--- src/rtl/mips_pkg.sv ---
// Shared MIPS pipeline definitions: default widths, reset PC, NOP word and
// the fetch-stage state encoding.
package mips_pkg;

    localparam int DEF_ADDR_W = 32;
    localparam int DEF_DATA_W = 32;
    localparam logic [31:0] DEF_RESET_PC = 32'h0040_0000;
    localparam logic [31:0] NOP_INSTR = 32'h0000_0000;   // sll $0,$0,0

    // REQ: request outstanding at pc; HOLD: word parked while decode stalls;
    // DRAIN: a flushed request is still in flight and its data must be dropped.
    typedef enum logic [1:0] {
        REQ   = 2'd0,
        HOLD  = 2'd1,
        DRAIN = 2'd2
    } fetch_state_t;

endpackage

--- src/rtl/if_id_reg.sv ---
// IF/ID pipeline register: valid/instr/pc with load, clear and sync reset.
// Clear only drops the valid bit; the stale word stays for debug visibility.
module if_id_reg
    import mips_pkg::*;
#(
    parameter int ADDR_W = DEF_ADDR_W,
    parameter int DATA_W = DEF_DATA_W
) (
    input  logic              clk,
    input  logic              reset,
    input  logic              load,
    input  logic              clear,
    input  logic [DATA_W-1:0] load_instr,
    input  logic [ADDR_W-1:0] load_pc,
    output logic              valid,
    output logic [DATA_W-1:0] instr,
    output logic [ADDR_W-1:0] pc
);

    // register update: reset > clear > load > hold
    always_ff @(posedge clk) begin
        if (reset) begin
            valid <= 1'b0;
            instr <= DATA_W'(NOP_INSTR);
            pc    <= '0;
        end else if (clear) begin
            valid <= 1'b0;
        end else if (load) begin
            valid <= 1'b1;
            instr <= load_instr;
            pc    <= load_pc;
        end
    end

endmodule

--- src/rtl/fetch_unit.sv ---
// Instruction-fetch stage: owns the PC, runs the imem req/ack handshake and
// feeds the IF/ID register, absorbing stalls, flushes and memory latency.
// Optional macro FETCH_PERF_CNT_EN adds perf_fetched / perf_stall_cyc.
module fetch_unit
    import mips_pkg::*;
#(
    parameter int                ADDR_W   = DEF_ADDR_W,
    parameter int                DATA_W   = DEF_DATA_W,
    parameter logic [ADDR_W-1:0] RESET_PC = ADDR_W'(DEF_RESET_PC)
) (
    input  logic              clk,
    input  logic              reset,
    input  logic [ADDR_W-1:0] next_pc,
    output logic [ADDR_W-1:0] pc,
    output logic              imem_req,
    output logic [ADDR_W-1:0] imem_addr,
    input  logic              imem_ack,
    input  logic [DATA_W-1:0] imem_rdata,
    input  logic              stall,
    input  logic              flush,
    output logic              ifid_valid,
    output logic [DATA_W-1:0] ifid_instr,
    output logic [ADDR_W-1:0] ifid_pc
`ifdef FETCH_PERF_CNT_EN
    ,
    output logic [31:0]       perf_fetched,
    output logic [31:0]       perf_stall_cyc
`endif
);

    fetch_state_t      state, state_next;
    logic [ADDR_W-1:0] pc_next, addr_next;
    logic [DATA_W-1:0] hold_buf, load_instr;
    logic              hold_we, ifid_load, ifid_clr;
    logic              accept, ack;

    // decode takes a new word unless it is stalled on a valid one
    assign accept = !stall || !ifid_valid;
    // req is registered and low right after reset, so a stray ack is ignored
    assign ack    = imem_ack && imem_req;

    // next-state, PC/address and IF/ID control
    always_comb begin
        state_next = state;
        pc_next    = pc;
        addr_next  = imem_addr;
        hold_we    = 1'b0;
        ifid_load  = 1'b0;
        ifid_clr   = 1'b0;
        load_instr = imem_rdata;
        unique case (state)
            REQ: begin
                if (flush) begin
                    ifid_clr = 1'b1;
                    pc_next  = next_pc;
                    // an unacked request must be drained before redirecting
                    if (ack || !imem_req) addr_next  = next_pc;
                    else                  state_next = DRAIN;
                end else if (ack) begin
                    if (accept) begin
                        ifid_load = 1'b1;
                        pc_next   = next_pc;
                        addr_next = next_pc;
                    end else begin
                        hold_we    = 1'b1;
                        state_next = HOLD;
                    end
                end else if (accept) begin
                    ifid_clr = 1'b1;   // word consumed, nothing new: bubble
                end
            end
            HOLD: begin
                load_instr = hold_buf;
                if (flush) begin
                    ifid_clr   = 1'b1;
                    pc_next    = next_pc;
                    addr_next  = next_pc;
                    state_next = REQ;
                end else if (accept) begin
                    ifid_load  = 1'b1;
                    pc_next    = next_pc;
                    addr_next  = next_pc;
                    state_next = REQ;
                end
            end
            DRAIN: begin
                if (flush) begin
                    ifid_clr = 1'b1;
                    pc_next  = next_pc;
                end else if (accept) begin
                    ifid_clr = 1'b1;
                end
                if (ack) begin
                    addr_next  = flush ? next_pc : pc;
                    state_next = REQ;
                end
            end
            default: state_next = REQ;
        endcase
    end

    // state, PC and request registers
    always_ff @(posedge clk) begin
        if (reset) begin
            state     <= REQ;
            pc        <= RESET_PC;
            imem_addr <= RESET_PC;
            imem_req  <= 1'b0;
        end else begin
            state     <= state_next;
            pc        <= pc_next;
            imem_addr <= addr_next;
            imem_req  <= (state_next != HOLD);
        end
    end

    // parking slot for a word that arrived while decode was stalled
    always_ff @(posedge clk) begin
        if (reset)        hold_buf <= DATA_W'(NOP_INSTR);
        else if (hold_we) hold_buf <= imem_rdata;
    end

    if_id_reg #(.ADDR_W(ADDR_W), .DATA_W(DATA_W)) u_ifid (
        .clk        (clk),
        .reset      (reset),
        .load       (ifid_load),
        .clear      (ifid_clr),
        .load_instr (load_instr),
        .load_pc    (pc),
        .valid      (ifid_valid),
        .instr      (ifid_instr),
        .pc         (ifid_pc)
    );

`ifdef FETCH_PERF_CNT_EN
    // free-running performance counters, wrap at 2^32
    always_ff @(posedge clk) begin
        if (reset) begin
            perf_fetched   <= '0;
            perf_stall_cyc <= '0;
        end else begin
            if (ifid_load)           perf_fetched   <= perf_fetched + 32'd1;
            if (stall && ifid_valid) perf_stall_cyc <= perf_stall_cyc + 32'd1;
        end
    end
`endif

endmodule

--- config.mk ---
export PLATFORM = sky130hd
export DESIGN_NAME = fetch_unit
export DESIGN_NICKNAME = d
export VERILOG_FILES = /design/src/rtl/mips_pkg.sv /design/src/rtl/if_id_reg.sv /design/src/rtl/fetch_unit.sv
export SDC_FILE = /design/constraint.sdc
export NUM_CORES = 1
export LEC_CHECK = 0
export CAP_MARGIN = 25
export CORE_MARGIN = 2
export CORE_UTILIZATION = 49
export DETAILED_ROUTE_END_ITERATION = 8
export GPL_TIMING_DRIVEN = 0
export PLACE_DENSITY = 0.81
export SLEW_MARGIN = 40
export SYNTH_ARGS = -nofsm -noshare
export SYNTH_HDL_FRONTEND = slang
export SYNTH_SLANG_ARGS = --single-unit
--- constraint.sdc ---
create_clock -name clk -period 2.45 [get_ports clk]
set_clock_uncertainty 0.15 [all_clocks]
set_input_delay 0.245 -clock clk [delete_from_list [all_inputs] [get_ports clk]]
set_output_delay 0.245 -clock clk [all_outputs]
set_load 0.05 [all_outputs]
==> results.md, run 1 <==
- Run status: complete, no violations
- Post-detail-place hpwl: between 10 and 15 mm
- Die area: around 16,000 um^2
- Clock slew at reported path FFs: 0.06 ns
- Synth top area cells: dfxtp_1 45%, mux2i_1 13%, a211oi_1 10%
- Area growth, synth to finish: 40.12%
- Worst Tran Pin Value: 0.7639 ns
- Syn Nets: around 830
- GRT Resource Usage Total: 25.40%
- Hold Path Depth: 3
- Port bufs: 197
- Max Fclk: 429.5 MHz
- DR vias: about 6,300
- Fin. max-slew vios: 0
- Final setup violation count: 0
- Clock power share: 37.7%
- Cells after synthesis: between 700 and 800
- Number of H-tree levels: 4
- Ant diodes: 0
- # clock sinks: between 150 and 200
- Worst setup EP type: flip-flop
- Clock latency on the worst-skew pair: around 0.42 ns
- Vias per inst: approximately 5.4
- Bufs on Longest Clock Path: 2
- Min-delay src: imem_rdata[24]
- CTS tree: built
- Netlist cell types: 35
- CP Class: flip-flop to flip-flop
- Grt total ovfl: 0
- DRT Wirelength: around 21 mm
- CTS buffer count: 17
- Post-synthesis cell area: 7307 um^2
- I/O Pins: between 150 and 200
- Gate power share: between 20% and 30%
- Worst-case reg-to-reg path depth: 9
- R2R Setup Slk: approximately 0.12 ns
- Register area share after synthesis: around 45%
- Std cell rows: 44
- Crit path launch type: flip-flop
- RSZ-0062 raised after global routing: true
- Area after DPL: around 9500 um^2
- Reg-to-reg endpoint: u_ifid.pc[28]
- Max-cap violations: 0
- DR iter-0 viols: approximately 400
- Power Density: 712.2 nW/um^2
- Peak supply drop: a little under 500 uV
- Top cell type's share of synthesized area: roughly 45%
- Ys flop type: dfxtp_1
- Net load switching power: ~2.2 mW
- Final hold slack: 0.2402 ns
- Ys async rst share: 0%
- Chip height: 126.1 um
- Clk root buf: clkbuf_16
- HP Class: input pin to flip-flop
- Final instance area: around 10,000 um^2
- Post-synth EDFFs: 0
- Initial Utilization: slightly above 50%
- Core Footprint: 14,530 um^2
- Seq pwr share: roughly two fifths
- Die Wd: about 130 um
- Largest net degree at the start of global routing: 17
- Antenna Nets Post-Route: 0
- Nets@finish: around 1,100
- WP data arrival: between 2 and 2.5 ns
- Average size of a mapped cell: between 9 and 10 um^2
- Period utilization: between 90% and 100%
- CP Max Fanout: 10
- FF-to-FF Start: state[1]
- Cts hold-fix bufs: 0
- Via count of the first global-routing pass: 6,150
- Endpoint with the worst hold slack: hold_buf[24]
- Switching share of total power: between 20% and 30%
- Internal power: ~5 mW
- Largest area contributor in the netlist: dfxtp_1
- Rel. slew slack: 49.07%
- Post-route DRC violation count: 0
- First-pass GRT wire length: between 30 and 40 mm
- Placer Congestion: about 0.83
- Warnings, synthesis: 0
- First-pass detailed-route iteration total: 4
- Final hold violations: 0
- Routed len/inst: 17.46 um
- Antenna violations before repair: 0
- FF+latch count, synth: roughly 160
- Layout cell share with drive strength beyond 1: under 10%
- Pleak: around 3.7 nW
- WP data required: 2.61 ns
- Final min period: ~2.3 ns
==> power groups by stage <==
stage          sequential, mW  combinational [mW]  clock (mW)
2_1_floorplan            3.46               0.520           0
3_3_place_gp             2.97                1.57           0
3_5_place_dp             2.98                1.58           0
4_1_cts                  2.92                1.60        2.79
5_1_grt                  2.94                1.70        2.91
6_report                 2.92                1.62        2.75
==> cell usage after synthesis, types with 4 or more instances <==
master	n
ha_1	4
a31oi_1	33
inv_1	34
nand2_1	67
mux2_2	25
clkbuf_1	51
mux2i_1	97
mux2_1	6
dfxtp_1	164
nand2b_1	97
buf_6	6
nor2_1	5
a211oi_1	97
buf_2	11
a21oi_1	33
==> layout make-up <==
class,instances,area (um^2)
plain buffers,70,351.6
clock buffers,25,525.5
clock inverters,7,91.34
fillers,1129,4295
inverters,34,127.6
multi-input cells,491,3597
flip-flops and latches,164,3286
well taps,184,230.2
repair buffers,203,2029
==> layer usage <==
layer  part of all wire [%]  wire length [um]  up-vias  track usage (%)
met5                      0                 0        -                0
met4                    2.0               421        0            9.244
met3                    6.4              1311       33            5.438
met2                     47              9675      226            42.38
met1                     45              9162     2937            32.50
li1                       -                 -     3122                -
==> sequential cells by signal, summed over array words and instances (netlist names) <==
signal and count:
u_ifid.instr 32, u_ifid.valid 1, imem_addr 32, pc 32, state 2, u_ifid.pc 32, imem_req 1, hold_buf 32
==> critical path, cell delays in order, from the launching register on <==
cell	delay (ns)
dfxtp_2	0.39
inv_1	0.10
ha_1	0.18
buf_4	0.16
a21boi_2	0.19
o21bai_4	0.19
buf_4	0.16
nand3_2	0.25
buf_4	0.31
mux2i_1	0.13
==> cells by family after synthesis <==
family,Yosys count,share of synthesized area [%]
AO/OA/AOI/OAI,178,16.88
adder cells (fa/ha/maj),4,0.6850
buffers and inverters,106,6.301
flip-flops,164,44.93
multiplexers,128,18.06
AND/OR/NAND/NOR,181,13.13
==> per-stage QoR <==
step / total power, mW / util (%) / setup slack (ns) / cells / setup TNS, ns
2_1_floorplan: 3.981 / - / 0.2408 / 761 / 0
3_3_place_gp: 4.542 / 65.43 / -0.1010 / 1142 / -2.581
3_5_place_dp: 4.561 / 65.43 / -0.1502 / 1142 / -4.885
4_1_cts: 7.307 / 69.92 / 0.001650 / 1174 / 0
5_1_grt: 7.551 / 70.45 / -0.01087 / 1178 / -0.03170
6_report: 7.292 / 70.45 / 0.1218 / 1178 / 0
==> timing repair <==
item,4_1_cts,5_1_grt
pin swaps,0,2
buffers inserted,0,6
endpoints found under the setup margin,89,107
hold endpoints to repair,0,0
resized for setup,11,12
==> worst max path at each step <==
stage	slack (ns)	startpoint	cells after the start	to
2_1_floorplan	0.24	state[1]	10	u_ifid.pc[13]
3_3_place_gp	-0.10	flush	6	imem_addr[2]
3_5_place_dp	-0.15	state[0]	7	imem_addr[9]
4_1_cts	0.002	state[1]	10	u_ifid.pc[6]
5_1_grt	-0.01	state[1]	9	hold_buf[30]
6_report	0.12	state[1]	9	u_ifid.pc[28]
==> cell usage in the layout (no fill, tap or decap), types with 33 or more instances in the layout <==
| cell type | count |
|---|---|
| mux2i_1 | 97 |
| nand2_1 | 67 |
| nand2b_1 | 96 |
| inv_1 | 34 |
| dfxtp_1 | 162 |
| clkbuf_1 | 44 |
| clkdlybuf4s50_1 | 197 |
| a31oi_1 | 33 |
| a21oi_1 | 33 |
| a211oi_1 | 97 |
Note: power is estimated with default switching activity, not from simulation.
==> inputs of run 2 (changes only) <==
Settings changed: CTS_CLUSTER_DIAMETER set to 50.
==> results of run 2 <==
Same layout as run 1: the final DEF is identical, and so are final timing and power.
==> inputs of run 3 (changes only) <==
Settings changed: CORE_MARGIN 2 to 1, SLEW_MARGIN 40 to unset.
==> results.md, run 3 (synthesized netlist as in run 1, its figures left out) <==
- First-pass GRT wire length: about 31 mm
- First-pass detailed-route iteration total: 4
- WP data required: 2.65 ns
- WP data arrival: around 2.5 ns
- FF-to-FF Start: state[0]
- Worst-case reg-to-reg path depth: 10
- DR vias: between 6,000 and 7,000
- GRT Resource Usage Total: 26.44%
- Grt total ovfl: 0
- Worst Tran Pin Value: approximately 0.76 ns
- Port bufs: 197
- # clock sinks: 164
- Pre-CTS setup slack: -0.1305 ns
- Clock slew at reported path FFs: 0.06 ns
- R2R Setup Slk: between 0.1 and 0.15 ns
- Power Density: between 600 and 700 nW/um^2
- Final core utilization: 69.68%
- CP Max Fanout: 10
- Antenna Nets Post-Route: 0
- Bufs on Longest Clock Path: 2
- Period utilization: roughly 95%
- Pleak: around 3.7 nW
- Most common cell after layout, fill and taps aside: clkdlybuf4s50_1
- Std cell rows: between 40 and 50
- Die area: 15,400 um^2
- CTS tree: built
- Area growth, synth to finish: 38.60%
- Nets@finish: between 1,000 and 1,500
- Final instance area: 10,130 um^2
- Fillers: about 1,200
- Hold Path Depth: 3
- Post-placement cell count: about 1,100
- Reg-to-reg endpoint: u_ifid.pc[9]
- Core Footprint: approximately 15,000 um^2
- HP Class: input pin to flip-flop
- Final hold slack: between 0.2 and 0.25 ns
- DRT Wirelength: 20.34 mm
- Max Fclk: ~430 MHz
- Post-detail-place hpwl: between 10 and 15 mm
- Ant diodes: 0
- CP Class: flip-flop to flip-flop
- Via count of the first global-routing pass: 6,077
- Number of H-tree levels: 4
- Area after DPL: between 9000 and 10,000 um^2
- Placer Congestion: roughly 0.8
- Largest net degree at the start of global routing: 17
- Final hold violations: 0
- Endpoint with the worst hold slack: hold_buf[22]
- Antenna violations before repair: 0
- Final WS setup: between 0.1 and 0.15 ns
- Chip height: between 100 and 150 um
- Most frequent cells in the layout: 197 x clkdlybuf4s50_1, 162 x dfxtp_1, 97 x mux2i_1, 97 x a211oi_1, 96 x nand2b_1
- Crit path launch type: flip-flop
- Clk root buf: clkbuf_16
- Min-delay src: imem_rdata[22]
- Non-Filler Instances: roughly 1,200
- Fin. max-slew vios: 0
- Tot Pwr: 7.046 mW
- Die Wd: around 120 um
- Routed len/inst: 17.34 um
- DR iter-0 viols: between 300 and 400
- Post-route DRC violation count: 0
- Layout cell share with drive strength beyond 1: under 10%
- Final TNS setup: 0 ns
- RSZ-0062 raised after global routing: true
- Final setup violation count: 0
- Final min period: 2.324 ns
- I/O Pins: approximately 200
- Clock latency on the worst-skew pair: between 0.4 and 0.5 ns
- Max-cap violations: 0
- Rel. slew slack: 49.46%
- Initial Utilization: 50.28%
- Run status: complete, no violations
- CTS buffer count: 17
- Worst setup EP type: flip-flop
- Peak supply drop: ~500 uV
- Vias per inst: between 5 and 6
## run 3: changes by cell type in the layout (fill, tap and decap cells not counted), sizes merged
cell / delta
clkbuf: +1
clkinvlp: -1
buf: -4
inv: -1
## run 3: repair_timing
item / CTS / global route
endpoints found under the hold margin: 0 / 0
hold buffers: 0 / 0
endpoints found under the setup margin: 84 / 64
resized for setup: 10 / 17
pin swaps: 0 / 1
buffers inserted: 2 / 0
## run 3: area by class of cell
cell class | instances | area [um^2] | area share [%]
Buffer | 71 | 362.8 | 3.583
Clock buffer | 25 | 455.4 | 4.497
Clock inverter | 5 | 78.83 | 0.7784
Inverter | 34 | 127.6 | 1.260
Multi-Input combinational cell | 491 | 3597 | 35.52
Sequential cell | 164 | 3288 | 32.47
Tap cell | 184 | 230.2 | 2.273
Timing Repair Buffer | 199 | 1987 | 19.62
## run 3: critical path, stage by stage (launching register included)
cell,delay (ns)
dfxtp_2,0.38
inv_1,0.07
ha_1,0.19
buf_4,0.17
a21boi_2,0.19
o21bai_4,0.26
and3_1,0.18
buf_2,0.14
buf_12,0.16
buf_12,0.15
mux2i_1,0.20
## run 3: metal layers
metal,wire length (um),vias up,global-route usage [%]
met3,1369,33,6.181
met5,0,-,0
met4,361,0,9.449
met2,9851,209,44.13
met1,8758,3014,33.13
li1,-,3123,-
## run 3: report_power, final
part,switching (mW),internal (mW)
Clock,1.02,1.49
Combinational,0.998,0.613
Sequential,0.107,2.82
## run 3: how the worst max path moves through the flow
stage	slack (ns)	from	endpoint	depth (start not counted)
final	0.13	state[0]	u_ifid.pc[9]	10
after global routing	-0.001	state[1]	hold_buf[31]	8
after CTS	0.04	state[1]	u_ifid.pc[9]	10
after detailed placement	-0.13	state[1]	u_ifid.pc[9]	10
after global placement	-0.10	state[0]	imem_addr[4]	7
after floorplan	0.24	state[1]	u_ifid.pc[13]	10
